$ cat src/rtl/regfile_2r1w.sv
// regfile_2r1w
//   Register file with one write port and two independent registered read
//   ports. Reads have a latency of one clock, return the data being written
//   on the same edge (write-first bypass), and flag addresses at or beyond
//   DEPTH. Register 0 can optionally be hardwired to zero. All storage is
//   also exposed as a flat combinational snapshot for debug.
//
// Ports
//   clk                 rising-edge clock
//   rst                 asynchronous active-high reset
//   we/waddr/wdata      write port
//   re_x/raddr_x        read request and address, x = a, b
//   rdata_x             registered read data (holds when no request)
//   rvalid_x            one-cycle strobe per accepted request
//   rerr_x              set with rvalid_x when the address was out of range
//   snapshot            register 0 in the MSBs, register DEPTH-1 in the LSBs
module regfile_2r1w #(
  parameter int WIDTH    = 32,
  parameter int DEPTH    = 16,
  parameter int ADDR_W   = 5,
  parameter int ZERO_REG = 0
) (
  input  logic                   clk,
  input  logic                   rst,
  input  logic                   we,
  input  logic [ADDR_W-1:0]      waddr,
  input  logic [WIDTH-1:0]       wdata,
  input  logic                   re_a,
  input  logic [ADDR_W-1:0]      raddr_a,
  output logic [WIDTH-1:0]       rdata_a,
  output logic                   rvalid_a,
  output logic                   rerr_a,
  input  logic                   re_b,
  input  logic [ADDR_W-1:0]      raddr_b,
  output logic [WIDTH-1:0]       rdata_b,
  output logic                   rvalid_b,
  output logic                   rerr_b,
  output logic [WIDTH*DEPTH-1:0] snapshot
);

  // One extra bit so DEPTH == 2**ADDR_W is still representable.
  localparam logic [ADDR_W:0] DEPTH_C = (ADDR_W + 1)'(DEPTH);

  logic [WIDTH-1:0] mem [DEPTH];
  logic             wr_ok;
  logic [WIDTH-1:0] word_a_p0, word_b_p0;
  logic             oor_a_p0, oor_b_p0;

  logic [WIDTH-1:0] rdata_a_p1, rdata_b_p1;
  logic             vld_a_p1, vld_b_p1;
  logic             err_a_p1, err_b_p1;

  function automatic logic in_range(input logic [ADDR_W-1:0] addr);
    return ({1'b0, addr} < DEPTH_C);
  endfunction

  function automatic logic is_zero_reg(input logic [ADDR_W-1:0] addr);
    return (ZERO_REG != 0) && (addr == '0);
  endfunction

  // ---- stage p0: write qualification, word select and bypass ----
  assign wr_ok = we && in_range(waddr) && !is_zero_reg(waddr);

  always_comb begin
    word_a_p0 = '0;
    word_b_p0 = '0;
    for (int i = 0; i < DEPTH; i++) begin
      if (raddr_a == ADDR_W'(i)) word_a_p0 = mem[i];
      if (raddr_b == ADDR_W'(i)) word_b_p0 = mem[i];
    end
    // wr_ok already excludes dropped writes, so they never bypass.
    if (wr_ok && (waddr == raddr_a)) word_a_p0 = wdata;
    if (wr_ok && (waddr == raddr_b)) word_b_p0 = wdata;
    if (!in_range(raddr_a) || is_zero_reg(raddr_a)) word_a_p0 = '0;
    if (!in_range(raddr_b) || is_zero_reg(raddr_b)) word_b_p0 = '0;
  end

  assign oor_a_p0 = !in_range(raddr_a);
  assign oor_b_p0 = !in_range(raddr_b);

  // Storage. With ZERO_REG set, entry 0 is never written and stays at its
  // reset value of zero.
  always_ff @(posedge clk or posedge rst) begin
    if (rst) begin
      for (int i = 0; i < DEPTH; i++) mem[i] <= '0;
    end else if (wr_ok) begin
      for (int i = 0; i < DEPTH; i++) begin
        if (waddr == ADDR_W'(i)) mem[i] <= wdata;
      end
    end
  end

  // ---- stage p1: registered read outputs ----
  always_ff @(posedge clk or posedge rst) begin
    if (rst) begin
      rdata_a_p1 <= '0;
      vld_a_p1   <= 1'b0;
      err_a_p1   <= 1'b0;
      rdata_b_p1 <= '0;
      vld_b_p1   <= 1'b0;
      err_b_p1   <= 1'b0;
    end else begin
      vld_a_p1 <= re_a;
      err_a_p1 <= re_a && oor_a_p0;
      if (re_a) rdata_a_p1 <= word_a_p0;
      vld_b_p1 <= re_b;
      err_b_p1 <= re_b && oor_b_p0;
      if (re_b) rdata_b_p1 <= word_b_p0;
    end
  end

  assign rdata_a  = rdata_a_p1;
  assign rvalid_a = vld_a_p1;
  assign rerr_a   = err_a_p1;
  assign rdata_b  = rdata_b_p1;
  assign rvalid_b = vld_b_p1;
  assign rerr_b   = err_b_p1;

  for (genvar g = 0; g < DEPTH; g++) begin : g_snap
    assign snapshot[WIDTH*(DEPTH-g)-1 -: WIDTH] = mem[g];
  end

endmodule

$ cat config.mk
export PLATFORM = sky130hd
export DESIGN_NAME = regfile_2r1w
export DESIGN_NICKNAME = d
export VERILOG_FILES = /design/src/rtl/regfile_2r1w.sv
export SDC_FILE = /design/constraint.sdc
export NUM_CORES = 2
export LEC_CHECK = 0
export ABC_AREA = 1
export BUFFER_PORTS_ARGS = -buffer_cell sky130_fd_sc_hd__buf_2
export CORE_UTILIZATION = 49
export CTS_BUF_LIST = sky130_fd_sc_hd__clkbuf_8 sky130_fd_sc_hd__clkbuf_16
export DETAILED_ROUTE_END_ITERATION = 10
export PLACE_DENSITY_LB_ADDON = 0.05
export SLEW_MARGIN = 20
export SYNTH_ARGS = -nofsm -noshare
export SYNTH_HDL_FRONTEND = slang
export SYNTH_SLANG_ARGS = --single-unit
$ cat constraint.sdc
create_clock -name clk -period 28.3 [get_ports clk]
set_clock_uncertainty 0.15 [all_clocks]
set_input_delay 0 -clock clk [delete_from_list [all_inputs] [get_ports clk]]
set_output_delay 0 -clock clk [all_outputs]
set_load 0.005 [all_outputs]
==> impl_metrics.env <==
export IMPL_syn_area_per_cell_sq_um=7.03
export IMPL_timing_final_hold_violations=1
export IMPL_numPortBuffers=631
export IMPL_synth_most_common_cell="nand2_1"
export IMPL_routed_wl_mm=161
export IMPL_drt_pass1_iter_count=9
export IMPL_async_reset_ff_share_pct=100
export IMPL_wire_length_of_the_first_global_routing_pass_mm=224
export IMPL_ctsRootBufferMaster="clkbuf_16"
export IMPL_rsz0062_at_grt="false"
export IMPL_drive_gt1_share_pct=17.7
export IMPL_nets_finish=4888
export IMPL_slew_headroom_pct=15.5
export IMPL_endpoint_kind="register"
export IMPL_setup_violations_final=0
export IMPL_holdWs_ns=-0.00156
export IMPL_postSynthNetCount=4383
export IMPL_grt_start_max_net_pins=117
export IMPL_groute_usage_overall_pct=49.9
export IMPL_cts_made_buffers=61
export IMPL_core_area_sq_um=61600
export IMPL_drv_cap=0
export IMPL_hold_path_class="in -> reg"
export IMPL_clock_fmax_mhz=293
export IMPL_final_max_slew_viol_count=0
export IMPL_post_synth_inst_count=4331
export IMPL_fin_setup_tns_ns=0
export IMPL_htree_num_levels=2
export IMPL_die_height_microns=251
export IMPL_shortest_period_the_worst_path_allows_ns=3.41
export IMPL_path_max_fanout=31
export IMPL_cts_tree="yes"
export IMPL_place_congestion=1.08
export IMPL_antenna_found_initial=9
export IMPL_synthesis_area_sq_um=30500
export IMPL_n_fill_cell=5977
export IMPL_dominantRegCellSynth="dfrtp_1"
export IMPL_critical_path_required_ns=28.74
export IMPL_yosysTopAreaCellShare_pct=47.7
export IMPL_startpoint_type="input port"
export IMPL_synth_top_area_cell="dfrtp_1"
export IMPL_cells_taking_the_most_area_after_synthesis="dfrtp_1, nand2_1, o21ai_0"
export IMPL_std_cell_rows=91
export IMPL_cts_num_sinks=580
export IMPL_synth_unique_cells=32
export IMPL_synth_seq_cells=580
export IMPL_post_drt_via_cell_ratio=5.95
export IMPL_floorplan_initialDensity_pct=49.4
export IMPL_synth_edf_count=0
export IMPL_yosysWarningCount=0
export IMPL_leading_cell_types_by_count_after_synthesis="nand2_1, o21ai_0, dfrtp_1"
export IMPL_die_area_sq_um=63200
export IMPL_critPathArrivalTime_ns=3.85
export IMPL_power_density_cell_area_nw_per_um2=69.2
export IMPL_synth_sequential_area_ratio_pct=47.7
export IMPL_clk_buf_depth=3
export IMPL_grt_pass1_vias=30900
export IMPL_run_status="complete, but fails checks"
export IMPL_boundaryPins=632
export IMPL_detailroute_via_count=34100
export IMPL_cellLeakagePower_uw=0.0189
export IMPL_clkSlewWorstSetupHoldPaths_ns=0.06
export IMPL_wl_cell_microns=28.2
export IMPL_violations_in_the_final_reports="negative hold slack"
export IMPL_die_x_microns=251
export IMPL_post_route_drc_count=0
export IMPL_critPathKind="in -> reg"
export IMPL_syn2layout_area_growth_pct=19.6
export IMPL_cts_resized=0
export IMPL_overflow=0
export IMPL_worst_ir_drop_vdd_mv=0.0623
export IMPL_detail_route_antenna_nets=0
export IMPL_first_iter_violations=4719
export IMPL_p_total_uw=2520
export IMPL_detailed_place_hpwl_mm=114
export IMPL_timing_final_crit_share_pct=12.1
export IMPL_clock_insertion_delay_worst_skew_ns=0.70
export IMPL_worst_slew_pin_slew_ns=1.27
[where the power goes]
group	internal (uW)	leakage [uW]	switching, uW
Sequential	972	0.00757	237
Clock	452	0.00104	365
Combinational	183	0.0103	312
[registers in the layout, summed over array words and instances, names as in the netlist]
name	cells
rdata_b	32
rvalid_b	1
snapshot	512
rerr_b	1
rerr_a	1
rdata_a	32
rvalid_a	1
[layout by cell type (no fill, tap or decap), types with 2 or more instances in the layout]
cell type      Yosys  final
or2_2             22     22
nor2_4             6     10
diode_2            0      8
clkinvlp_4         0      4
nand2_2            1      9
o21bai_1           2      2
inv_6              0      3
or2_0              9      9
or2_1              3      3
clkbuf_16          0     62
nor2_2             5     13
clkinv_4           0      3
a21oi_1          100    100
nand4_1          201    201
nor3_1             9      8
dlygate4sd3_1      0     26
nor3_4             0      2
xnor2_1            3      3
clkinv_2           1     11
nand2_1         1740   1726
buf_2             37    631
nand2_4            0      6
nor2_1           167    155
inv_2             11     14
dfrtp_1          580    580
buf_4              6     54
clkbuf_8           0     17
nand3b_1           2      2
nand3_1           94     94
inv_1            439    442
o21ai_0          656    656
o22ai_1            2      2
clkinv_1           1      6
[layout make-up]
class	instances	area (sq um)	area share [%]
diodes	8	20.0	0.0549
clock buffers	79	1790	4.90
clock inverters	34	238	0.652
inverters	452	1710	4.68
multi-input cells	3029	13300	36.5
flip-flops and latches	580	14500	39.8
well taps	837	1050	2.87
repair buffers	712	3830	10.5
[critical path, stage by stage]
cell and delay, ns:
dlygate4sd3_1 0.53, buf_2 0.19, inv_1 0.54, nand2_1 0.40
nor2_4 0.79, inv_1 0.21, nor2_1 0.14, o21bai_1 0.14
nand4_1 0.21, nor2_1 0.15, nand4_1 0.13, nor2_1 0.18
nand4_1 0.10, nand2_1 0.07, nand2_1 0.05
[path summary, 6_finish.rpt]
kind                                     from             to  slack (ns)  cells after the start
worst max-delay path               raddr_b[4]    rdata_b[29]       24.89                     15
worst min-delay path                     re_a         rerr_a      -0.002                      4
worst max register to register  snapshot[426]    rdata_b[10]       25.54                     12
worst min register to register    rdata_b[28]    rdata_b[28]        0.33                      2
max in group asynchronous                 rst  snapshot[477]       25.07                      6
min in group asynchronous                 rst  snapshot[258]        0.49                      4
[cells by family after synthesis]
group	synth area share, %
compound gates	12.5
xor+xnor	0.115
buf+inv	9.13
flops	47.7
simple gates	30.6
[through the flow]
step                utilization (%)  cell area, sq um  hold slack [ns]  setup WS [ns]  instances
floorplan                         -             30500           -0.119          11.92       4331
global route                   59.1             36400           0.0148          24.64       5723
global placement               55.4             34100           0.0465          24.98       5584
finish                         59.2             36400         -0.00156          24.89       5731
detailed placement             55.4             34100           0.0473          24.90       5584
CTS                            59.1             36400          0.00273          24.98       5721
[layer usage]
layer / GRT usage [%] / part of all wire [%]
met5: 0 / 0.023
met4: 38.4 / 9.4
met1: 58.8 / 34
met3: 13.2 / 11
met2: 78.1 / 45
[timing repair]
action | 4_1_cts | 5_1_grt
endpoints found under the hold margin | 360 | 19
buffers inserted | 0 | 0
hold buffers | 24 | 2
(Power assumes the default switching activity.)
